**src/rtl/cmd_arb_2to1_if.sv**
```systemverilog
// Command bundle shared by the FMC/UART hosts and the downstream cmd_ncmd_intf.
// sel is a one-cycle request strobe; ack is a one-cycle completion strobe.
interface intf_cmd #(
    parameter int ADDR_BITS = 26,
    parameter int DATA_BITS = 32
);
    logic                 sel;
    logic                 rd_wr_n;
    logic [ADDR_BITS-1:0] byte_addr;
    logic [DATA_BITS-1:0] wdata;
    logic [DATA_BITS-1:0] rdata;
    logic                 ack;

    modport master (output sel, rd_wr_n, byte_addr, wdata, input rdata, ack);
    modport slave  (input sel, rd_wr_n, byte_addr, wdata, output rdata, ack);
endinterface

```
**src/rtl/cmd_arb_2to1.sv**
```systemverilog
// Round-robin 2:1 command arbiter with one pending slot per host and a downstream ack timeout.
// Define CMD_ARB_ERR_RESP_EN to also return an ack with rdata 0xDEADBEEF to the host on timeout.
module cmd_arb_2to1 #(
    parameter int ADDR_BITS              = 26,
    parameter int DATA_BITS              = 32,
    parameter int P_CMD_ACK_TIMEOUT_CLKS = 12
) (
    input  logic    i_sys_clk,
    input  logic    i_sys_rst_n,
    intf_cmd.slave  i_cmd0,
    intf_cmd.slave  i_cmd1,
    intf_cmd.master o_cmd,
    output logic    o_grant,
    output logic    o_timeout
);
    localparam int CNT_W = $clog2(P_CMD_ACK_TIMEOUT_CLKS) + 1;
    localparam logic [CNT_W-1:0] CNT_LAST = CNT_W'(P_CMD_ACK_TIMEOUT_CLKS - 1);
`ifdef CMD_ARB_ERR_RESP_EN
    localparam logic [DATA_BITS-1:0] ERR_RDATA = DATA_BITS'(32'hDEADBEEF);
`endif

    typedef struct packed {
        logic                 rd_wr_n;
        logic [ADDR_BITS-1:0] addr;
        logic [DATA_BITS-1:0] wdata;
    } req_t;

    typedef enum logic {IDLE, WAIT_ACK} state_t;

    logic [1:0]                host_sel;
    req_t [1:0]                host_req;
    logic [1:0]                pend_q;
    req_t [1:0]                slot_q;
    logic [1:0]                slot_clr;

    state_t                    state_q, state_d;
    logic                      grant_q, gnt_d, last_q;
    logic [CNT_W-1:0]          cnt_q;
    logic                      do_grant, do_ack, do_to;
    logic                      cmd_sel_q, timeout_q;
    req_t                      cmd_req_q;
    logic [1:0]                ack_q;
    logic [1:0][DATA_BITS-1:0] rdata_q;

    assign host_sel    = {i_cmd1.sel, i_cmd0.sel};
    assign host_req[0] = {i_cmd0.rd_wr_n, i_cmd0.byte_addr, i_cmd0.wdata};
    assign host_req[1] = {i_cmd1.rd_wr_n, i_cmd1.byte_addr, i_cmd1.wdata};

    // A slot accepts a new sel when empty or on the very edge it is being retired.
    always_ff @(posedge i_sys_clk or negedge i_sys_rst_n) begin
        if (!i_sys_rst_n) begin
            pend_q <= '0;
            slot_q <= '0;
        end else begin
            for (int p = 0; p < 2; p++) begin
                if (host_sel[p] && (!pend_q[p] || slot_clr[p])) begin
                    pend_q[p] <= 1'b1;
                    slot_q[p] <= host_req[p];
                end else if (slot_clr[p]) begin
                    pend_q[p] <= 1'b0;
                end
            end
        end
    end

    always_comb begin
        state_d  = state_q;
        gnt_d    = grant_q;
        do_grant = 1'b0;
        do_ack   = 1'b0;
        do_to    = 1'b0;
        slot_clr = '0;
        case (state_q)
            IDLE: begin
                if (|pend_q) begin
                    do_grant = 1'b1;
                    gnt_d    = (&pend_q) ? ~last_q : pend_q[1];
                    state_d  = WAIT_ACK;
                end
            end
            WAIT_ACK: begin
                // ack on the final count wins over the timeout
                if (o_cmd.ack) begin
                    do_ack            = 1'b1;
                    slot_clr[grant_q] = 1'b1;
                    state_d           = IDLE;
                end else if (cnt_q == CNT_LAST) begin
                    do_to             = 1'b1;
                    slot_clr[grant_q] = 1'b1;
                    state_d           = IDLE;
                end
            end
        endcase
    end

    always_ff @(posedge i_sys_clk or negedge i_sys_rst_n) begin
        if (!i_sys_rst_n) begin
            state_q   <= IDLE;
            grant_q   <= 1'b0;
            last_q    <= 1'b1;
            cnt_q     <= '0;
            cmd_sel_q <= 1'b0;
            cmd_req_q <= '0;
            timeout_q <= 1'b0;
            ack_q     <= '0;
            rdata_q   <= '0;
        end else begin
            state_q   <= state_d;
            cmd_sel_q <= do_grant;
            timeout_q <= do_to;
            ack_q     <= '0;
            if (do_grant) begin
                grant_q   <= gnt_d;
                last_q    <= gnt_d;
                cnt_q     <= '0;
                cmd_req_q <= slot_q[gnt_d];
            end else if (state_q == WAIT_ACK) begin
                cnt_q <= cnt_q + CNT_W'(1);
            end
            if (do_ack) begin
                ack_q[grant_q]   <= 1'b1;
                rdata_q[grant_q] <= o_cmd.rdata;
            end
`ifdef CMD_ARB_ERR_RESP_EN
            else if (do_to) begin
                ack_q[grant_q]   <= 1'b1;
                rdata_q[grant_q] <= ERR_RDATA;
            end
`endif
        end
    end

    assign o_cmd.sel       = cmd_sel_q;
    assign o_cmd.rd_wr_n   = cmd_req_q.rd_wr_n;
    assign o_cmd.byte_addr = cmd_req_q.addr;
    assign o_cmd.wdata     = cmd_req_q.wdata;
    assign i_cmd0.ack      = ack_q[0];
    assign i_cmd0.rdata    = rdata_q[0];
    assign i_cmd1.ack      = ack_q[1];
    assign i_cmd1.rdata    = rdata_q[1];
    assign o_grant         = grant_q;
    assign o_timeout       = timeout_q;
endmodule

```
**src/flat_wrapper.sv**
```systemverilog
// flat-port wrapper written by rule: the top's interface ports become plain ports
module cmd_arb_2to1_flat 
#(
    parameter int ADDR_BITS              = 26,
    parameter int DATA_BITS              = 32,
    parameter int P_CMD_ACK_TIMEOUT_CLKS = 12
)
  (i_sys_clk, i_sys_rst_n, o_grant, o_timeout, i_cmd0_sel, i_cmd0_rd_wr_n, i_cmd0_byte_addr, i_cmd0_wdata, i_cmd0_rdata, i_cmd0_ack, i_cmd1_sel, i_cmd1_rd_wr_n, i_cmd1_byte_addr, i_cmd1_wdata, i_cmd1_rdata, i_cmd1_ack, o_cmd_sel, o_cmd_rd_wr_n, o_cmd_byte_addr, o_cmd_wdata, o_cmd_rdata, o_cmd_ack);
  intf_cmd #(.ADDR_BITS(ADDR_BITS), .DATA_BITS(DATA_BITS)) i_cmd0_i ();
  intf_cmd #(.ADDR_BITS(ADDR_BITS), .DATA_BITS(DATA_BITS)) i_cmd1_i ();
  intf_cmd #(.ADDR_BITS(ADDR_BITS), .DATA_BITS(DATA_BITS)) o_cmd_i ();
  input  logic i_sys_clk;
  input  logic i_sys_rst_n;
  output logic o_grant;
  output logic o_timeout;
  input wire logic [$bits(i_cmd0_i.sel)-1:0] i_cmd0_sel;
  input wire logic [$bits(i_cmd0_i.rd_wr_n)-1:0] i_cmd0_rd_wr_n;
  input wire logic [$bits(i_cmd0_i.byte_addr)-1:0] i_cmd0_byte_addr;
  input wire logic [$bits(i_cmd0_i.wdata)-1:0] i_cmd0_wdata;
  output wire logic [$bits(i_cmd0_i.rdata)-1:0] i_cmd0_rdata;
  output wire logic [$bits(i_cmd0_i.ack)-1:0] i_cmd0_ack;
  input wire logic [$bits(i_cmd1_i.sel)-1:0] i_cmd1_sel;
  input wire logic [$bits(i_cmd1_i.rd_wr_n)-1:0] i_cmd1_rd_wr_n;
  input wire logic [$bits(i_cmd1_i.byte_addr)-1:0] i_cmd1_byte_addr;
  input wire logic [$bits(i_cmd1_i.wdata)-1:0] i_cmd1_wdata;
  output wire logic [$bits(i_cmd1_i.rdata)-1:0] i_cmd1_rdata;
  output wire logic [$bits(i_cmd1_i.ack)-1:0] i_cmd1_ack;
  output wire logic [$bits(o_cmd_i.sel)-1:0] o_cmd_sel;
  output wire logic [$bits(o_cmd_i.rd_wr_n)-1:0] o_cmd_rd_wr_n;
  output wire logic [$bits(o_cmd_i.byte_addr)-1:0] o_cmd_byte_addr;
  output wire logic [$bits(o_cmd_i.wdata)-1:0] o_cmd_wdata;
  input wire logic [$bits(o_cmd_i.rdata)-1:0] o_cmd_rdata;
  input wire logic [$bits(o_cmd_i.ack)-1:0] o_cmd_ack;
  assign i_cmd0_i.sel = i_cmd0_sel;
  assign i_cmd0_i.rd_wr_n = i_cmd0_rd_wr_n;
  assign i_cmd0_i.byte_addr = i_cmd0_byte_addr;
  assign i_cmd0_i.wdata = i_cmd0_wdata;
  assign i_cmd0_rdata = i_cmd0_i.rdata;
  assign i_cmd0_ack = i_cmd0_i.ack;
  assign i_cmd1_i.sel = i_cmd1_sel;
  assign i_cmd1_i.rd_wr_n = i_cmd1_rd_wr_n;
  assign i_cmd1_i.byte_addr = i_cmd1_byte_addr;
  assign i_cmd1_i.wdata = i_cmd1_wdata;
  assign i_cmd1_rdata = i_cmd1_i.rdata;
  assign i_cmd1_ack = i_cmd1_i.ack;
  assign o_cmd_sel = o_cmd_i.sel;
  assign o_cmd_rd_wr_n = o_cmd_i.rd_wr_n;
  assign o_cmd_byte_addr = o_cmd_i.byte_addr;
  assign o_cmd_wdata = o_cmd_i.wdata;
  assign o_cmd_i.rdata = o_cmd_rdata;
  assign o_cmd_i.ack = o_cmd_ack;
  cmd_arb_2to1 #(.ADDR_BITS(ADDR_BITS), .DATA_BITS(DATA_BITS), .P_CMD_ACK_TIMEOUT_CLKS(P_CMD_ACK_TIMEOUT_CLKS)) u_core (.i_sys_clk(i_sys_clk), .i_sys_rst_n(i_sys_rst_n), .i_cmd0(i_cmd0_i), .i_cmd1(i_cmd1_i), .o_cmd(o_cmd_i), .o_grant(o_grant), .o_timeout(o_timeout));
endmodule
```
**config.mk**
```make
export PLATFORM = sky130hd
export DESIGN_NAME = cmd_arb_2to1_flat
export DESIGN_NICKNAME = d
export VERILOG_FILES = /design/src/rtl/cmd_arb_2to1_if.sv /design/src/rtl/cmd_arb_2to1.sv /design/src/flat_wrapper.sv
export SDC_FILE = /design/constraint.sdc
export NUM_CORES = 1
export LEC_CHECK = 0
export BUFFER_PORTS_ARGS = -buffer_cell sky130_fd_sc_hd__buf_2
export CORE_MARGIN = 5
export CORE_UTILIZATION = 50
export DETAILED_ROUTE_END_ITERATION = 10
export PLACE_DENSITY = 0.76
export SYNTH_ARGS = -nofsm -noshare
export SYNTH_HDL_FRONTEND = slang
export SYNTH_SLANG_ARGS = --single-unit
```
**constraint.sdc**
```tcl
create_clock -name i_sys_clk -period 2.1 [get_ports i_sys_clk]
set_input_delay 0.42 -clock i_sys_clk [delete_from_list [all_inputs] [get_ports i_sys_clk]]
set_output_delay 0.42 -clock i_sys_clk [all_outputs]
set_load 0.005 [all_outputs]
```
# After elaboration in Yosys (flattened, before gate mapping)
# Cells that the tools add are included.
[op_classes]
n_addsub = 1
magnitude_cmp = 3
n_eq_ne = 1
mux = 30
bitwise_logic = 2
reduce_logical = 12
[ops]
columns = ["cell", "n"]
rows = [
  ["2-to-1 mux 59 bit", 2],
  ["bitwise mux 64 bit", 1],
  ["demux 32 bit (select 1 bit)", 1],
  ["2-to-1 mux 32 bit", 1],
  ["2-to-1 mux 1 bit", 17],
  ["2-to-1 mux 5 bit", 2],
  ["2-to-1 mux 2 bit", 4],
  ["nonzero test 2 bit", 3],
  ["adder 5 x 1 -> 5 bit, second input constant", 1],
  ["equality test 5 x 4 -> 1 bit, second input constant", 1],
  ["< comparator 1 x 2 -> 1 bit, second input constant", 2],
  ["logical AND 1 bit", 3],
  ["zero test 1 bit", 2],
  ["logical OR 1 bit", 2],
  ["NOT 1 bit", 2],
  ["case mux 1 bit (2 select lines)", 1],
  ["AND reduction 2 bit", 1],
  ["OR reduction 2 bit", 1],
  ["demux 1 bit (select 1 bit)", 1],
  [">= comparator 1 bit, second input constant", 1],
]
[totals]
reg_bits = 255
in_bits = 155
out_inout_bits = 128
word_cells = 69

# Logic depth before layout (Yosys ltp)
[depth]
depth_word = 10
mapped_depth = 7
mapped_depth_nobuf = 4

# Worst setup path before layout
# No wires, ideal clock.
[synth_timing]
path_type = "register to register"
startpoint = "reg u_core.cnt_q[2]"
endpoint = "reg u_core.pend_q[0]"
setup_ns = 0.124
arrival_time_ns = 1.713
t_required_ns = 1.976
path_slack_ns = 0.263
stages_incl_launch_ff = 7
n_path_buf = 3
synth_period_minus_slack_ns = 1.837
path_cell_list = "dfrtp_1 > or3b_4 > buf_6 > o311a_1 > buf_2 > buf_6 > or2_1"
[synth_between]
elab_chain_len = 7
word_cells_on_any_way = 8
cone_classes = "1 x eq/ne; 4 x mux; 3 x reduce/logical"
[synth_rtl]
columns = ["item", "line_no", "source"]
rows = [
  ["start: declaration", "cmd_arb_2to1.sv:38", "logic [CNT_W-1:0] cnt_q;"],
  ["start signal: assignment", "cmd_arb_2to1.sv:118", "cnt_q <= cnt_q + CNT_W'(1);"],
  ["equality test 5 x 4 -> 1 bit *", "cmd_arb_2to1.sv:87", "end else if (cnt_q == CNT_LAST) begin"],
  ["2-to-1 mux 2 bit *", "cmd_arb_2to1.sv:87", ""],
  ["2-to-1 mux 2 bit *", "cmd_arb_2to1.sv:83", "if (o_cmd.ack) begin"],
  ["2-to-1 mux 2 bit *", "cmd_arb_2to1.sv:73", "case (state_q)"],
  ["logical OR 1 bit", "cmd_arb_2to1.sv:56", "if (host_sel[p] && (!pend_q[p] || slot_clr[p])) begin"],
  ["logical AND 1 bit", "cmd_arb_2to1.sv:56", ""],
  ["2-to-1 mux 1 bit / nonzero test 2 bit (equally long branches)", "n/a", ""],
  ["end signal: assignment", "cmd_arb_2to1.sv:52", "pend_q <= '0;"],
  ["end signal: indexed assignment", "cmd_arb_2to1.sv:57", "pend_q[p] <= 1'b1;"],
  ["end signal: indexed assignment", "cmd_arb_2to1.sv:60", "pend_q[p] <= 1'b0;"],
  ["end: declaration", "cmd_arb_2to1.sv:32", "logic [1:0] pend_q;"],
]
# Mark *: on every way between the ends. The rest lies on a longest branch, timed or not.
# A chain may end at the register's enable or synchronous reset.

# Final worst setup path
[layout_timing]
startpoint = "reg u_core.cnt_q[0]"
endpoint = "reg u_core.slot_q[59] (netlist name)"
[layout_between]
elab_chain_len = 6
[layout_rtl]
columns = ["item", "line_no", "source"]
rows = [
  ["equality test 5 x 4 -> 1 bit", "cmd_arb_2to1.sv:87", ""],
  ["2-to-1 mux 2 bit", "cmd_arb_2to1.sv:87", ""],
  ["2-to-1 mux 2 bit", "cmd_arb_2to1.sv:83", ""],
  ["2-to-1 mux 2 bit", "cmd_arb_2to1.sv:73", ""],
  ["logical OR 1 bit", "cmd_arb_2to1.sv:56", ""],
  ["logical AND 1 bit", "cmd_arb_2to1.sv:56", ""],
  ["end signal: indexed assignment", "cmd_arb_2to1.sv:58", "slot_q[p] <= host_req[p];"],
  ["end: declaration", "cmd_arb_2to1.sv:33", "req_t [1:0] slot_q;"],
]
# No other way between the ends.

==> flow_summary.ini <==
[synthesis]
synth_top_area_share_pct = 57.8
syn_area_um2 = 11000
postSynth.asyncResetShare_pct = 100
postSynthCellCount = 1063
synthTopCellsByArea = dfrtp_1, o21ai_0, o22ai_1, mux2_2, or3b_2
synth_flop_cell = dfrtp_1
synth_top_cell_by_area = dfrtp_1
ys_seq_area_share_pct = 58.1
ys_ff_latch = 255
synth_cell_types = 29
synth_edf_count = 0
ys_warn_count = 0
syn_nets = 1219
avgSynthCellArea_um2 = 10.3

[cells_and_area]
syn2layout_area_growth_pct = 24.2
layout_commonest_cell = buf_2
seq_area_um2 = 6380
stdcell_count = 1604
multi_input_area_um2 = 4170
fin_util_pct = 62.7
fillers = 1737
nNetsFinal = 1456
drive_gt1_share_pct = 37.2
final_cell_mix = buf_2, dfrtp_1, o21ai_0
fin_area_um2 = 13600

[power_and_ir_drop]
switching_share_pct = 35.2
p_leak_nw = 6.11
ir_drop_v = 0.000978
power_frac_seq_pct = 40.7
total_power_mw = 21.2
p_switching_mw = 7.45
combPwrFrac_pct = 38.2
p_per_area_nw_per_um2 = 1550
pwr-share-clk_pct = 21.1
power.internal_mw = 13.7

[sta]
grt_setup_unrepaired = no
slew_violations = 0
finalSetupTns_ps = 0
max_slew_margin_pct = 57.7
whs_ps = 134
period_needed_ps = 1850
period_share_pct = 88.1
clock_skew_ps = 23.8
worst_pin_slew_ps = 634
timing.final.ws_setup_ps = 250
setup_viol = 0
hold_violations = 0
fmax_ghz = 0.540

[floorplan]
initial_core_util_pct = 50.5
ioPinCount = 283
die-area_um2 = 25100
die_y_um = 158
die_w_um = 158
rows = 54
coreArea_um2 = 21800

[global_routing]
grt_max_degree = 120
grt_pass1_vias = 9212
grt_pass1_wl_um = 48900
overflow = 0
grtUsageTotal_pct = 24.3
antenna_found_initial = 12

[place]
port_buffers = 282
dp_hpwl_um = 21000
place_ws_ps = 304
dpl-instance-area_um2 = 12800
dp.cells = 1550
place_congestion = 0.858

[cts]
insertion_delay_ps = 530
h-tree-depth = 1
path_clk_slew_ps = 60
cts_root_buffer = clkbuf_16
cts_buffer_depth = 3
tritoncts = built
cts_resized = 0
clock-sinks = 255
postCtsSetupRepairBufs = 0
cts_made_buffers = 27

[route]
vias = 9333
ant_nets = 0
drc = 0
vias_per_cell = 5.82
totalWireLength_um = 31600
drtPass1Iterations = 5
drtIter0Drc = 594
wl_per_cell_um = 19.7

[worst_hold_path]
hold_path_class = input pin to flop

[job]
drv_cap = 0

[worst_setup_path]
critPathRequiredTime_ps = 2540
start_kind = flop
critPathKind = flop to flop
cp_data_arrival_time_ps = 2290
cp-end-kind = flop
cp_max_fo = 26

[run_status]
outcome = completed
## cell usage after synthesis, drive strengths merged, types with 2 or more instances
| library cell | number |
|---|---|
| mux2 | 64 |
| buf | 27 |
| a31oi | 59 |
| o311a | 2 |
| o22ai | 118 |
| o21ai | 182 |
| nand2 | 123 |
| or2 | 2 |
| or3b | 60 |
| nand3 | 4 |
| a21boi | 2 |
| clkbuf | 84 |
| nor2b | 2 |
| inv | 5 |
| nor2 | 63 |
| nand4 | 3 |
| dfrtp | 254 |
## power groups by stage
stage / logic [mW] / registers [mW] / clock network (mW)
floorplan: 4.93 / 8.43 / 0
global placement: 7.88 / 8.54 / 0
detailed placement: 8.11 / 8.64 / 0
CTS: 8.12 / 8.60 / 4.54
global route: 8.96 / 8.89 / 4.78
finish: 8.08 / 8.62 / 4.47
## area by class of cell
| class | instances | share of cell area (%) |
|---|---|---|
| clock buffers | 39 | 5.43 |
| diodes | 3 | 0.0550 |
| well taps | 280 | 2.57 |
| inverters | 5 | 0.156 |
| multi-input cells | 692 | 30.6 |
| flip-flops and latches | 255 | 46.8 |
| repair buffers | 319 | 13.8 |
| clock inverters | 11 | 0.633 |
## worst max-delay path, stage by stage, from the launching register on
cell and delay (ps):
dfrtp_1 400, ha_1 280, nand2_1 160, o311a_2 530, buf_12 220, o22ai_1 140
## repair_timing
action | 4_1_cts | 5_1_grt
hold endpoints to repair | 45 | 0
hold buffers | 1 | 0
endpoints found under the setup margin | 0 | 0
## registers in the layout, indices dropped and copies added (netlist names)
register and cells:
u_core.slot_q 118, u_core.cnt_q 5, u_core.state_q 1, u_core.pend_q 2
u_core.o_cmd.byte_addr 26, u_core.ack_q 2, u_core.o_cmd.wdata 32, u_core.o_timeout 1
u_core.last_q 1, u_core.o_cmd.sel 1, u_core.o_grant 1, u_core.o_cmd.rd_wr_n 1
u_core.i_cmd0.rdata 32, u_core.i_cmd1.rdata 32
## metal layers
layer | vias to the layer above | share of wire [%] | GRT usage, %
met4 | 18 | 3.1 | 8.00
li1 | 4298 | - | -
met1 | 4505 | 39 | 32.2
met5 | - | 0.31 | 0
met2 | 431 | 46 | 38.4
met3 | 81 | 11 | 7.56
## final timing paths
check                                             end  slack [ps]  depth (start not counted)                     from
min                           u_core.i_cmd1.rdata[23]         130                          2          o_cmd_rdata[23]
max in group asynchronous               u_core.last_q         980                          3              i_sys_rst_n
min in group asynchronous  u_core.o_cmd.byte_addr[17]         420                          2              i_sys_rst_n
max reg2reg                         u_core.slot_q[59]         250                          5          u_core.cnt_q[0]
min reg2reg                   u_core.i_cmd0.rdata[31]         500                          1  u_core.i_cmd0.rdata[31]
max                                 u_core.slot_q[59]         250                          5          u_core.cnt_q[0]
## cell families after synthesis
| logic type | count (synthesis) | synth area share (%) |
|---|---|---|
| AND/OR/NAND/NOR | 261 | 12.0 |
| flip-flops | 255 | 58.1 |
| buffers and inverters | 116 | 4.40 |
| multiplexers | 65 | 6.65 |
| AO/OA/AOI/OAI | 365 | 18.8 |
| adder cells (fa/ha/maj) | 1 | 0.114 |
Note: power is estimated with default switching activity, not from simulation.
